$ cat config.mk
export PLATFORM = sky130hd
export DESIGN_NAME = pss_generator
export DESIGN_NICKNAME = d
export VERILOG_FILES = /design/src/rtl/pss_generator.sv
export SDC_FILE = /design/constraint.sdc
export NUM_CORES = 1
export LEC_CHECK = 0
export ABC_AREA = 1
export CAP_MARGIN = 10
export CORE_AREA = 4 4 72 74
export DETAILED_ROUTE_END_ITERATION = 12
export DIE_AREA = 0 0 76 78
export PLACE_DENSITY = 0.75
export SKIP_LAST_GASP = 1
export SLEW_MARGIN = 20
export SYNTH_ARGS = -nofsm -noshare
export SYNTH_HDL_FRONTEND = slang
export SYNTH_SLANG_ARGS = --single-unit
$ cat constraint.sdc
create_clock -name clk_i -period 5.9 [get_ports clk_i]
set_input_delay 1.18 -clock clk_i [delete_from_list [all_inputs] [get_ports clk_i]]
set_output_delay 1.18 -clock clk_i [all_outputs]
set_load 0.02 [all_outputs]
$ cat src/rtl/pss_generator.sv
// rtl/pss_generator.sv - frequency-domain PSS symbol generator with AXI-Stream-like output
// Emits FFT_LEN bins per start request. The m-sequence is a constant table
// built at elaboration; bins are mapped so that d(0..62) sit in the upper
// (negative-frequency) bins and d(63..126) start at bin 0.
module pss_generator #(
  parameter int OUT_DW  = 32,
  parameter int FFT_LEN = 256,
  parameter int AMP     = 2 ** (OUT_DW / 2 - 2)
) (
  input  logic              clk_i,
  input  logic              reset_i,
  input  logic              start_i,
  input  logic [1:0]        N_id_2_i,
  output logic [OUT_DW-1:0] m_axis_out_tdata,
  output logic              m_axis_out_tvalid,
  input  logic              m_axis_out_tready,
  output logic              m_axis_out_tlast,
  output logic              busy_o,
  output logic              error_o
);

  localparam int HW = OUT_DW / 2;
  localparam int CW = $clog2(FFT_LEN);

  localparam logic [HW-1:0] POS_AMP = HW'(AMP);
  localparam logic [HW-1:0] NEG_AMP = HW'(-AMP);

  // x(i+7) = x(i+4) ^ x(i), seeded with x(6..0) = 1110110
  function automatic logic [126:0] gen_mseq();
    logic [126:0] x;
    x      = '0;
    x[6:0] = 7'b1110110;
    for (int i = 0; i < 120; i++) begin
      x[i+7] = x[i+4] ^ x[i];
    end
    return x;
  endfunction

  localparam logic [126:0] M_SEQ = gen_mseq();

  // Bin b holds d(n) with n = (b + 63) mod FFT_LEN when n <= 126, else zero.
  // The cyclic shift stays in a narrow modular add: n <= 126 and shift <= 86,
  // so a single conditional subtract of 127 wraps it.
  function automatic logic [OUT_DW-1:0] bin_value(input logic [CW-1:0] b,
                                                 input logic [1:0]    nid);
    logic [CW-1:0]     n;
    logic [7:0]        shift;
    logic [7:0]        sum;
    logic [OUT_DW-1:0] val;
    n = b + CW'(63);
    case (nid)
      2'd1:    shift = 8'd43;
      2'd2:    shift = 8'd86;
      default: shift = 8'd0;
    endcase
    sum = {1'b0, n[6:0]} + shift;
    if (sum >= 8'd127) sum = sum - 8'd127;
    val = '0;
    if (n <= CW'(126)) val[HW-1:0] = M_SEQ[sum[6:0]] ? NEG_AMP : POS_AMP;
    return val;
  endfunction

  typedef enum logic {IDLE, EMIT} state_t;

  state_t            state_q, state_n;
  logic [CW-1:0]     bin_q, bin_n;
  logic [1:0]        nid_q, nid_n;
  logic [OUT_DW-1:0] data_q, data_n;
  logic              valid_q, valid_n;
  logic              last_q, last_n;
  logic              error_q, error_n;

  // State and output registers; reset aborts any symbol in flight
  always_ff @(posedge clk_i) begin
    if (reset_i) begin
      state_q <= IDLE;
      bin_q   <= '0;
      nid_q   <= '0;
      data_q  <= '0;
      valid_q <= 1'b0;
      last_q  <= 1'b0;
      error_q <= 1'b0;
    end else begin
      state_q <= state_n;
      bin_q   <= bin_n;
      nid_q   <= nid_n;
      data_q  <= data_n;
      valid_q <= valid_n;
      last_q  <= last_n;
      error_q <= error_n;
    end
  end

  // Next-state logic: accept/reject starts in IDLE, advance bins on handshake in EMIT
  always_comb begin
    state_n = state_q;
    bin_n   = bin_q;
    nid_n   = nid_q;
    data_n  = data_q;
    valid_n = valid_q;
    last_n  = last_q;
    error_n = 1'b0;
    case (state_q)
      IDLE: begin
        if (start_i) begin
          if (N_id_2_i != 2'd3) begin
            state_n = EMIT;
            bin_n   = '0;
            nid_n   = N_id_2_i;
            data_n  = bin_value('0, N_id_2_i);
            valid_n = 1'b1;
            last_n  = 1'b0;
          end else begin
            error_n = 1'b1;
          end
        end
      end
      EMIT: begin
        if (valid_q && m_axis_out_tready) begin
          if (last_q) begin
            state_n = IDLE;
            data_n  = '0;
            valid_n = 1'b0;
            last_n  = 1'b0;
          end else begin
            bin_n  = bin_q + CW'(1);
            data_n = bin_value(bin_q + CW'(1), nid_q);
            last_n = ((bin_q + CW'(1)) == CW'(FFT_LEN - 1));
          end
        end
      end
      default: state_n = IDLE;
    endcase
  end

  assign m_axis_out_tdata  = data_q;
  assign m_axis_out_tvalid = valid_q;
  assign m_axis_out_tlast  = last_q;
  assign busy_o            = (state_q == EMIT);
  assign error_o           = error_q;

endmodule

== Word-level counts from Yosys, hierarchy flattened ==
Memory sizes are Yosys's and may differ from the RTL's.
Cells that the tools add are included.

* Add/subtract/negate cells: 6
* $lt $le $gt $ge: 5
* Equality and inequality tests: 11
* Multiplexer cells: 47
* Bitwise gates (word level): 2
* Reductions and logical operators: 6

{| class="wikitable"
|+ Operators with widths
! cell !! number
|-
| 2-to-1 mux 32 bit || 3
|-
| 2-to-1 mux 8 bit || 10
|-
| 2-to-1 mux 16 bit || 4
|-
| case mux 32 bit (2 select lines) || 1
|-
| 2-to-1 mux 7 bit || 8
|-
| case mux 7 bit (2 select lines) || 2
|-
| greater-or-equal comparator 8 x 7 -> 1 bit (second input constant) || 2
|-
| < comparator 7 x 8 -> 1 bit (second input constant) || 2
|-
| case mux 8 bit (2 select lines) || 1
|-
| 2-to-1 mux 1 bit || 15
|-
| subtractor 7 bit (second input constant) || 2
|-
| adder 6 x 8 -> 8 bit (first input constant) || 1
|-
| adder 7 x 8 -> 8 bit || 1
|-
| adder 8 x 1 -> 8 bit (second input constant) || 1
|-
| adder 8 x 6 -> 8 bit (second input constant) || 1
|-
| == test 8 bit (second input constant) || 1
|-
| less-or-equal comparator 8 x 7 -> 1 bit (second input constant) || 1
|-
| inequality test 2 bit (second input constant) || 4
|-
| AND reduction 4 bit || 2
|-
| case mux 1 bit (2 select lines) || 3
|-
| AND reduction 3 bit || 2
|-
| == test 2 x 1 -> 1 bit (second input constant) || 2
|-
| == test 2 bit (second input constant) || 2
|-
| inequality test 2 x 1 -> 1 bit (second input constant) || 2
|-
| other kinds (3) || 4
|}

* Flip-flop bits (word level): 46
* Bits in read-only memories: 256
* Bits of input ports: 6
* Memories kept: 2

{| class="wikitable"
|+ Memories
! memory !! depth !! width !! rd ports !! clocked after Yosys merged registers in !! write ports !! RTL line !! RTL
|-
| (no name shown) || 128 || 1 || 1 || 0 || 0 || 59 || <nowiki>if (n <= CW'(126)) val[HW-1:0] = M_SEQ[sum[6:0]] ? NEG_AMP : POS_AMP;</nowiki>
|-
| (no name shown) || 128 || 1 || 1 || 0 || 0 || 59 ||
|}

== Logic depth before layout (Yosys ltp) ==
Gate-level depths: netlist of run 1.

* Depth after elaboration: 18
* Gate-level depth with buffers: 32

== Least setup slack after synthesis of run 1 ==
Ideal clock, no wire load.

* Path type: register to register
* Start: reg bin_q[0]
* End: reg data_q[15] (netlist: m_axis_out_tdata[15])
* Arrival: 3482 ps
* Required time: 5778 ps
* Slack: 2296 ps
* Cell stages (with the launch flop): 29
* Cell sequence: dfxtp_1 > inv_1 > ha_1 > inv_1 > nor3_1 > nand3_1 > nor2_1 > inv_1 > nand2_1 > ha_1 > a21oi_1 > nand2_1 > nand2_1 > nand2_1 > nor2_4 > nand2_4 > nand2_8 > nand2_1 > nand2_1 > inv_1 > ha_1 > nand3_1 > nand3_1 > nand3_1 > nand3_1 > nand2_1 > nand2_1 > nand3_1 > a21oi_2

* Cells in the longest elaborated chain, start to end: 15

{| class="wikitable"
|+ Ends and longest elaborated chain
! element !! RTL line !! RTL
|-
| start, declared || 66 || <nowiki>logic [CW-1:0] bin_q, bin_n;</nowiki>
|-
| start signal, assigned || 85 || <nowiki>bin_q <= bin_n;</nowiki>
|-
| adder 8 x 1 -> 8 bit * || 127 || <nowiki>data_n = bin_value(bin_q + CW'(1), nid_q);</nowiki>
|-
| adder 8 x 6 -> 8 bit * || 50 || <nowiki>n = b + CW'(63);</nowiki>
|-
| adder 7 x 8 -> 8 bit || 56 || <nowiki>sum = {1'b0, n[6:0]} + shift;</nowiki>
|-
| subtractor 7 bit or greater-or-equal comparator 8 x 7 -> 1 bit (tied branches) || 57 || <nowiki>if (sum >= 8'd127) sum = sum - 8'd127;</nowiki>
|-
| 2-to-1 mux 7 bit || 57 ||
|-
| 2-to-1 mux 7 bit || 120 || <nowiki>if (last_q) begin</nowiki>
|-
| 2-to-1 mux 7 bit || 119 || <nowiki>if (valid_q && m_axis_out_tready) begin</nowiki>
|-
| 2-to-1 mux 7 bit || 103 || <nowiki>case (state_q)</nowiki>
|-
| memory (128 x 1 bit) || n/a ||
|-
| 2-to-1 mux 1 bit (implied by the code) || 59 ||
|-
| 2-to-1 mux 16 bit || 59 ||
|-
| 2-to-1 mux 16 bit * || 59 ||
|-
| 2-to-1 mux 16 bit * || 120 ||
|-
| 2-to-1 mux 32 bit * || 119 ||
|-
| case mux 32 bit (2 select lines) * || 103 ||
|-
| end signal, assigned || 87 || <nowiki>data_q <= data_n;</nowiki>
|-
| end, declared || 68 || <nowiki>logic [OUT_DW-1:0] data_q, data_n;</nowiki>
|}

Every way passes the cells marked *; elsewhere a longest branch is shown, timed or not. The select of a mux whose other input is x is not followed.
A chain may end at the register's enable or synchronous reset.

== Worst setup path after layout of run 1 ==
Ends and elaborated chain as after synthesis.

==> results of run 1 <==
==> placed cells by master, fill, tap and decap left out <==
| cell type | Yosys | final |
|---|---|---|
| nand2_1 | 92 | 92 |
| inv_1 | 50 | 50 |
| nand3_1 | 31 | 31 |
| conb_1 | 1 | 30 |
| nor2_1 | 24 | 24 |
| ha_1 | 20 | 20 |
| a21oi_1 | 18 | 18 |
| dfxtp_1 | 16 | 16 |
| clkdlybuf4s50_1 | 0 | 11 |
| o21ai_0 | 10 | 10 |
| nand2_2 | 8 | 8 |
| nand4_1 | 6 | 6 |
| xor2_1 | 6 | 6 |
| nand2_4 | 5 | 5 |
| inv_2 | 4 | 4 |
| xnor2_1 | 4 | 4 |
| clkbuf_8 | 0 | 4 |
| nor3_1 | 3 | 3 |
| a21oi_2 | 2 | 2 |
| nor2_2 | 2 | 2 |
| o21ai_2 | 2 | 2 |
| a31oi_1 | 2 | 2 |
| nand3b_1 | 1 | 1 |
| or2_1 | 1 | 1 |
| nor2_4 | 1 | 1 |
| o21ai_1 | 1 | 1 |
| a31oi_4 | 1 | 1 |
| nand2_8 | 1 | 1 |
| a21o_1 | 1 | 1 |
| nand3_2 | 1 | 1 |
| nor4_1 | 1 | 1 |
| o211a_1 | 1 | 1 |
| a21oi_4 | 1 | 1 |
| fa_1 | 1 | 1 |
==> worst max-delay path, delay by kind of cell (launching register included) <==
family	cells	cell delay [ns]
AO/OA/AOI/OAI	2	0.26
flip-flops	1	0.46
buffers and inverters	4	0.35
adder cells (fa/ha/maj)	3	0.94
AND/OR/NAND/NOR	19	2.01
==> how the worst max path moves through the flow <==
stage                     startpoint                   end  slack (ns)  depth (start not counted)
after floorplan             bin_q[0]  m_axis_out_tdata[15]        2.30                         28
after global placement      bin_q[0]  m_axis_out_tdata[15]        1.91                         28
after detailed placement    bin_q[0]  m_axis_out_tdata[15]        1.81                         28
after CTS                   bin_q[0]  m_axis_out_tdata[15]        1.78                         28
after global routing        bin_q[0]  m_axis_out_tdata[15]        1.33                         28
final                       bin_q[0]  m_axis_out_tdata[15]        1.78                         28
==> synthesized netlist by cell type <==
| cell | n | area [sq um] |
|---|---|---|
| nand2_8 | 1 | 20.0 |
| nor3_1 | 3 | 15.0 |
| clkbuf_1 | 2 | 7.51 |
| o21ai_1 | 1 | 5.00 |
| o21ai_2 | 2 | 17.5 |
| o21ai_0 | 10 | 50.1 |
| nand3b_1 | 1 | 7.51 |
| nor2_2 | 2 | 12.5 |
| nand3_2 | 1 | 10.0 |
| xor2_1 | 6 | 52.6 |
| buf_4 | 30 | 225 |
| a21o_1 | 1 | 7.51 |
| ha_1 | 20 | 250 |
| xnor2_1 | 4 | 35.0 |
| nand4_1 | 6 | 37.5 |
| a31oi_1 | 2 | 12.5 |
| nand2_4 | 5 | 56.3 |
| conb_1 | 1 | 3.75 |
| nor2_1 | 24 | 90.1 |
| nor4_1 | 1 | 6.26 |
| inv_1 | 50 | 188 |
| nand2_2 | 8 | 50.1 |
| inv_2 | 4 | 15.0 |
| nand2_1 | 92 | 345 |
| a31oi_4 | 1 | 21.3 |
| o211a_1 | 1 | 10.0 |
| or2_1 | 1 | 6.26 |
| nand3_1 | 31 | 155 |
| a21oi_1 | 18 | 90.1 |
| dfxtp_1 | 16 | 320 |
| fa_1 | 1 | 20.0 |
| nor2_4 | 1 | 11.3 |
| a21oi_2 | 2 | 17.5 |
| a21oi_4 | 1 | 16.3 |
==> through the flow <==
step | utilization (%) | cells | setup slack [ns] | power [mW] | hold slack (ns)
after CTS | 50.0 | 416 | 1.78 | 0.388 | 0.478
after detailed placement | 48.8 | 412 | 1.81 | 0.292 | 0.469
after global placement | 48.8 | 412 | 1.91 | 0.290 | 0.454
final | 50.0 | 416 | 1.78 | 0.388 | 0.476
after global routing | 50.0 | 416 | 1.33 | 0.418 | 0.502
after floorplan | - | 379 | 2.30 | 0.271 | 0.445
==> report_power, final <==
group / switching (mW) / internal (mW)
Combinational: 0.118 / 0.0579
Clock: 0.0374 / 0.0591
Sequential: 0.00330 / 0.112
Total: 0.159 / 0.229
==> logic make-up after synthesis <==
logic type,Yosys count,share of synthesized area [%]
AND/OR/NAND/NOR,177,37.6
XOR/XNOR,10,4.00
other,1,0.171
adder cells (fa/ha/maj),21,12.3
buffers and inverters,86,19.9
flip-flops,16,14.6
AO/OA/AOI/OAI,39,11.3
==> per-layer routing <==
metal | vias up | GRT usage, % | share of wire (%)
met5 | - | 0 | 0
met4 | 0 | 1.60 | 0.18
met3 | 2 | 1.28 | 4.3
met2 | 47 | 27.9 | 50
met1 | 876 | 17.5 | 45
li1 | 1077 | - | -
==> final cells by class <==
| cell class | count | area (sq um) | area share [%] |
|---|---|---|---|
| repair buffers | 11 | 110 | 4.79 |
| well taps | 54 | 67.6 | 2.94 |
| multi-input cells | 277 | 1540 | 67.1 |
| inverters | 54 | 203 | 8.82 |
| flip-flops and latches | 16 | 320 | 13.9 |
| clock buffers | 4 | 55.1 | 2.40 |
==> sequential cells by signal, indices dropped and copies added, names as in the netlist <==
signal and cells:
bin_q 8, m_axis_out_tdata 2, nid_q 2, busy_o 1, error_o 1, m_axis_out_tlast 1, m_axis_out_tvalid 1
==> flow_summary_export.csv, run 1 <==
group,metric,value,unit
sta,drv_slew,0,
detailed_routing,wl_per_cell,10.8,microns
detailed_routing,dr.pass1.iters,4,
pwr,ir_drop,200,uV
setup_path,crit_arrival,4.25,ns
status,status,"finished clean",
setup_path,cp_slowest_cell,"dfxtp_1",
clock_tree,clk_latency,0.25,ns
setup_path,end_kind,"flip-flop",
clock_tree,clk_path_buf_depth,2,
die,start_util,47.6,%
sta,setup-violations-final,0,
detailed_routing,vias,2002,
die,coreArea,4600,sq um
setup_path,rr_worst_depth,28,
detailed_routing,drt_iter0_markers,145,
sta,rsz0062_at_grt,"no",
die,fp.dieW,76,microns
yosys,yosys_warnings,0,
clock_tree,holdBufCountCts,0,
grt,gr-total-overflow,0,
setup_path,r2r_setup_slack,1.78,ns
yosys,syn-mean-instance-area,6.25,sq um
place,portBuffers,11,
job,drv_cap,0,
setup_path,crit_top_cell,"nand2_1",
yosys,yosysSeqAreaShare,14.6,%
grt,grt_antenna_before_repair,0,
sta,post-route-period-util,69.8,%
pwr,leakagePower,1.22,nW
setup_path,start_kind,"flip-flop",
grt,grt_pass1_vias,1770,
die,io_pins,42,
clock_tree,postCtsSetupBuffers,0,
place,hpwl,3770,microns
hold_path,min_to,"bin_q[6]",
setup_path,crit_fanout,10,
clock_tree,cts.sinks,16,
yosys,synth_seq_cells,16,
hold_path,hold_path.class,"flip-flop to flip-flop",
yosys,syn_inst,350,
yosys,synth.distinct_cells,34,
clock_tree,cts_made_buffers,3,
detailed_routing,drt.antenna.violating_nets,0,
clock_tree,cts_root_buf,"clkbuf_8",
die,die_height,78,microns
final_layout,design_area,2300,sq um
place,dpl-instance-area,2240,sq um
hold_path,holdCritStartpoint,"bin_q[6]",
detailed_routing,drc,0,
setup_path,critical-path-max-stage-delay,0.46,ns
clock_tree,cts_tree,"yes",
sta,hold_viol,0,
setup_path,critical_path_class,"flip-flop to flip-flop",
clock_tree,cts_resized,0,
detailed_routing,via_per_inst,4.81,
hold_path,hold_depth,2,
pwr,powerDensity,169,nW/um^2
sta,fin_worst_skew,0.00207,ns
detailed_routing,drt-total-wl,4480,microns
final_layout,fill_cells,492,
sta,timing.setup.tns,0,ns
grt,grt_pass1_wl,7450,microns
final_layout,num_antenna_cells,0,
die,dieArea,5930,sq um
final_layout,drive_gt1_share,8.84,%
sta,period_minus_slack,4.12,ns
setup_path,r2r-end,"m_axis_out_tdata[15]",
setup_path,worstReg2RegStart,"bin_q[0]",
final_layout,syn_to_final_growth,4.97,%
grt,grt_max_degree,13,
setup_path,cp.required,6.04,ns
clock_tree,htreeDepth,1,
sta,clock.fmax,243,MHz
die,rows,25,
grt,grtUsageTotal,14.4,%
final_layout,num-nets-final,390,
clock_tree,clk_pin_slew,0.06,ns
yosys,synth_area,2190,sq um
place,gp_congestion,0.874,
Note: power is estimated with default switching activity, not from simulation.
==> inputs of run 2 (changes only) <==
--- a/config.mk
+++ b/config.mk
@@ -7,10 +7,10 @@
 export LEC_CHECK = 0
 export ABC_AREA = 1
 export CAP_MARGIN = 10
-export CORE_AREA = 4 4 72 74
+export CORE_AREA = 4 4 73 75
 export DETAILED_ROUTE_END_ITERATION = 12
-export DIE_AREA = 0 0 76 78
-export PLACE_DENSITY = 0.75
+export DIE_AREA = 0 0 77 79
+export PLACE_DENSITY = 0.76
 export SKIP_LAST_GASP = 1
 export SLEW_MARGIN = 20
 export SYNTH_ARGS = -nofsm -noshare
==> constraint.sdc (replaced) <==
create_clock -name clk_i -period 3.6 [get_ports clk_i]
set_input_delay 0.72 -clock clk_i [delete_from_list [all_inputs] [get_ports clk_i]]
set_output_delay 0.72 -clock clk_i [all_outputs]
set_load 0.02 [all_outputs]
==> run 2 against run 1 <==
Critical path depth up 2. Utilization up 11 points. Design area up 23%. Worst hold slack better by 0.0020 ns. Die area up 2.6%. Via count up 12%. Non-clock buffer count up 30. Sequential power up 63%. Combinational power up 110%. Critical path type unchanged. Critical endpoint unchanged. Largest power group unchanged. Highest routed layer unchanged.
==> flow_summary_export.csv, run 2 (same netlist as run 1, synthesis figures left out) <==
group,metric,value,unit
die,fp.dieW,77,microns
setup_path,crit_arrival,3.72,ns
setup_path,critical_path_class,"flip-flop to flip-flop",
detailed_routing,drc,0,
pwr,clockPowerShare,22.2,%
setup_path,crit_buf_inv,4,
detailed_routing,via_per_inst,5.03,
setup_path,start_kind,"flip-flop",
setup_path,crit_top_cell,"nand2_1",
detailed_routing,vias,2245,
hold_path,holdCritStartpoint,"bin_q[6]",
sta,fin_worst_skew,0.00131,ns
final_layout,mostFrequentLayoutCell,"nand2_1",
pwr,leakagePower,1.43,nW
pwr,power.internal,0.419,mW
final_layout,num_antenna_cells,0,
clock_tree,clk_latency,0.25,ns
grt,grt_antenna_before_repair,0,
pwr,power.switching,0.300,mW
pwr,comb_power_share,51.5,%
setup_path,crit_fanout,6,
job,drv_cap,0,
detailed_routing,dr.pass1.iters,6,
clock_tree,clk_path_buf_depth,2,
grt,gr-total-overflow,0,
sta,period_minus_slack,3.53,ns
die,coreArea,4660,sq um
clock_tree,clk_pin_slew,0.06,ns
die,start_util,47.0,%
final_layout,syn_to_final_growth,29.1,%
setup_path,worstReg2RegStart,"bin_q[1]",
grt,grtUsageTotal,16.0,%
setup_path,critical-path-top-delay-family,"simple AND/OR/NAND/NOR gates",
clock_tree,cts_tree,"yes",
final_layout,final_core_util,60.6,%
clock_tree,cts_root_buf,"clkbuf_8",
detailed_routing,drt-total-wl,5570,microns
clock_tree,cts_made_buffers,3,
place,portBuffers,11,
sta,hold_viol,0,
place,gp_congestion,0.876,
sta,clock.fmax,283,MHz
final_layout,largest-register,"bin_q",
setup_path,cp_slowest_cell,"dfxtp_4",
detailed_routing,drt.antenna.violating_nets,0,
pwr,ir_drop,231,uV
sta,drv_slew,0,
grt,grt_pass1_wl,8220,microns
hold_path,hold_path.class,"flip-flop to flip-flop",
sta,post-route-period-util,98.0,%
setup_path,critical-path-max-stage-delay,0.37,ns
setup_path,cp.required,3.79,ns
clock_tree,holdBufCountCts,0,
status,status,"finished clean",
die,dieArea,6080,sq um
die,io_pins,42,
setup_path,crit_start,"bin_q[1]",
sta,setup-violations-final,0,
place,dpl-instance-area,2330,sq um
pwr,seqPwrFrac,26.3,%
sta,worstMarginPinSlew,0.534,ns
final_layout,drive_gt1_share,28.8,%
final_layout,num-nets-final,420,
clock_tree,htreeDepth,1,
die,die_height,79,microns
final_layout,most-common-layout-cells,"nand2_1, inv_1, conb_1",
final_layout,design_area,2830,sq um
setup_path,end_kind,"flip-flop",
grt,grt_max_degree,13,
grt,grt_pass1_vias,2033,
sta,relSlewSlack,64.3,%
sta,worst_hold_slack,0.478,ns
place,hpwl,3820,microns
sta,rsz0062_at_grt,"yes",
pwr,switching_share,41.7,%
detailed_routing,drt_iter0_markers,155,
clock_tree,cts.sinks,16,
detailed_routing,wl_per_cell,12.5,microns
pwr,powerDensity,255,nW/um^2
die,rows,25,
final_layout,largest_reg_flops,8,
-- run 2: power groups by stage --
stage / registers [mW] / clock network [mW] / logic (mW)
after floorplan: 0.199 / 0 / 0.245
after global placement: 0.194 / 0 / 0.292
after detailed placement: 0.194 / 0 / 0.295
after CTS: 0.190 / 0.161 / 0.303
after global routing: 0.190 / 0.173 / 0.410
final: 0.189 / 0.160 / 0.370
-- run 2: metrics by stage --
stage | TNS [ns] | setup slack [ns] | power (mW) | cells
floorplan | 0 | 0.0519 | 0.444 | 379
global placement | 0 | 0.0275 | 0.486 | 423
detailed placement | -0.0646 | -0.0646 | 0.490 | 423
CTS | 0 | 0.0261 | 0.654 | 432
global route | -0.218 | -0.218 | 0.773 | 446
finish | 0 | 0.0718 | 0.719 | 446
-- run 2: worst register-to-register path: cells and delay by family (launching register included) --
family,cells,cell delay (ns)
simple gates,20,1.55
fa+ha+maj,3,0.80
flops,1,0.37
buf+inv,4,0.37
xor+xnor,2,0.23
compound gates,1,0.13
-- run 2: worst paths after layout --
check,to,slack [ns],depth (start not counted)
setup / recovery,m_axis_out_tdata[15],0.07,30
hold / removal,bin_q[6],0.48,2
hold reg to reg,bin_q[6],0.48,2
setup reg to reg,m_axis_out_tdata[15],0.07,30
-- run 2: area by class of cell --
class | instances | area (sq um)
inverter | 54 | 203
tap | 54 | 67.6
timing repair buffer | 41 | 355
clock buffer | 4 | 55.1
multi-input combinational | 277 | 1820
sequential | 16 | 328
fill | 394 | 1840
-- run 2: timing repair --
action / in CTS / in global routing
setup buffers: 5 / 14
gates resized for setup: 10 / 54
pin swaps: 2 / 32
endpoints found under the setup margin: 1 / 1
-- run 2: metal layers --
layer,GRT usage (%),part of all wire [%],vias up,wire length (microns)
met3,1.70,4.4,13,243
met1,17.9,40,1032,2200
met2,31.5,54,70,3000
met5,0,0,-,0
li1,-,-,1130,-
met4,5.34,2.1,0,118
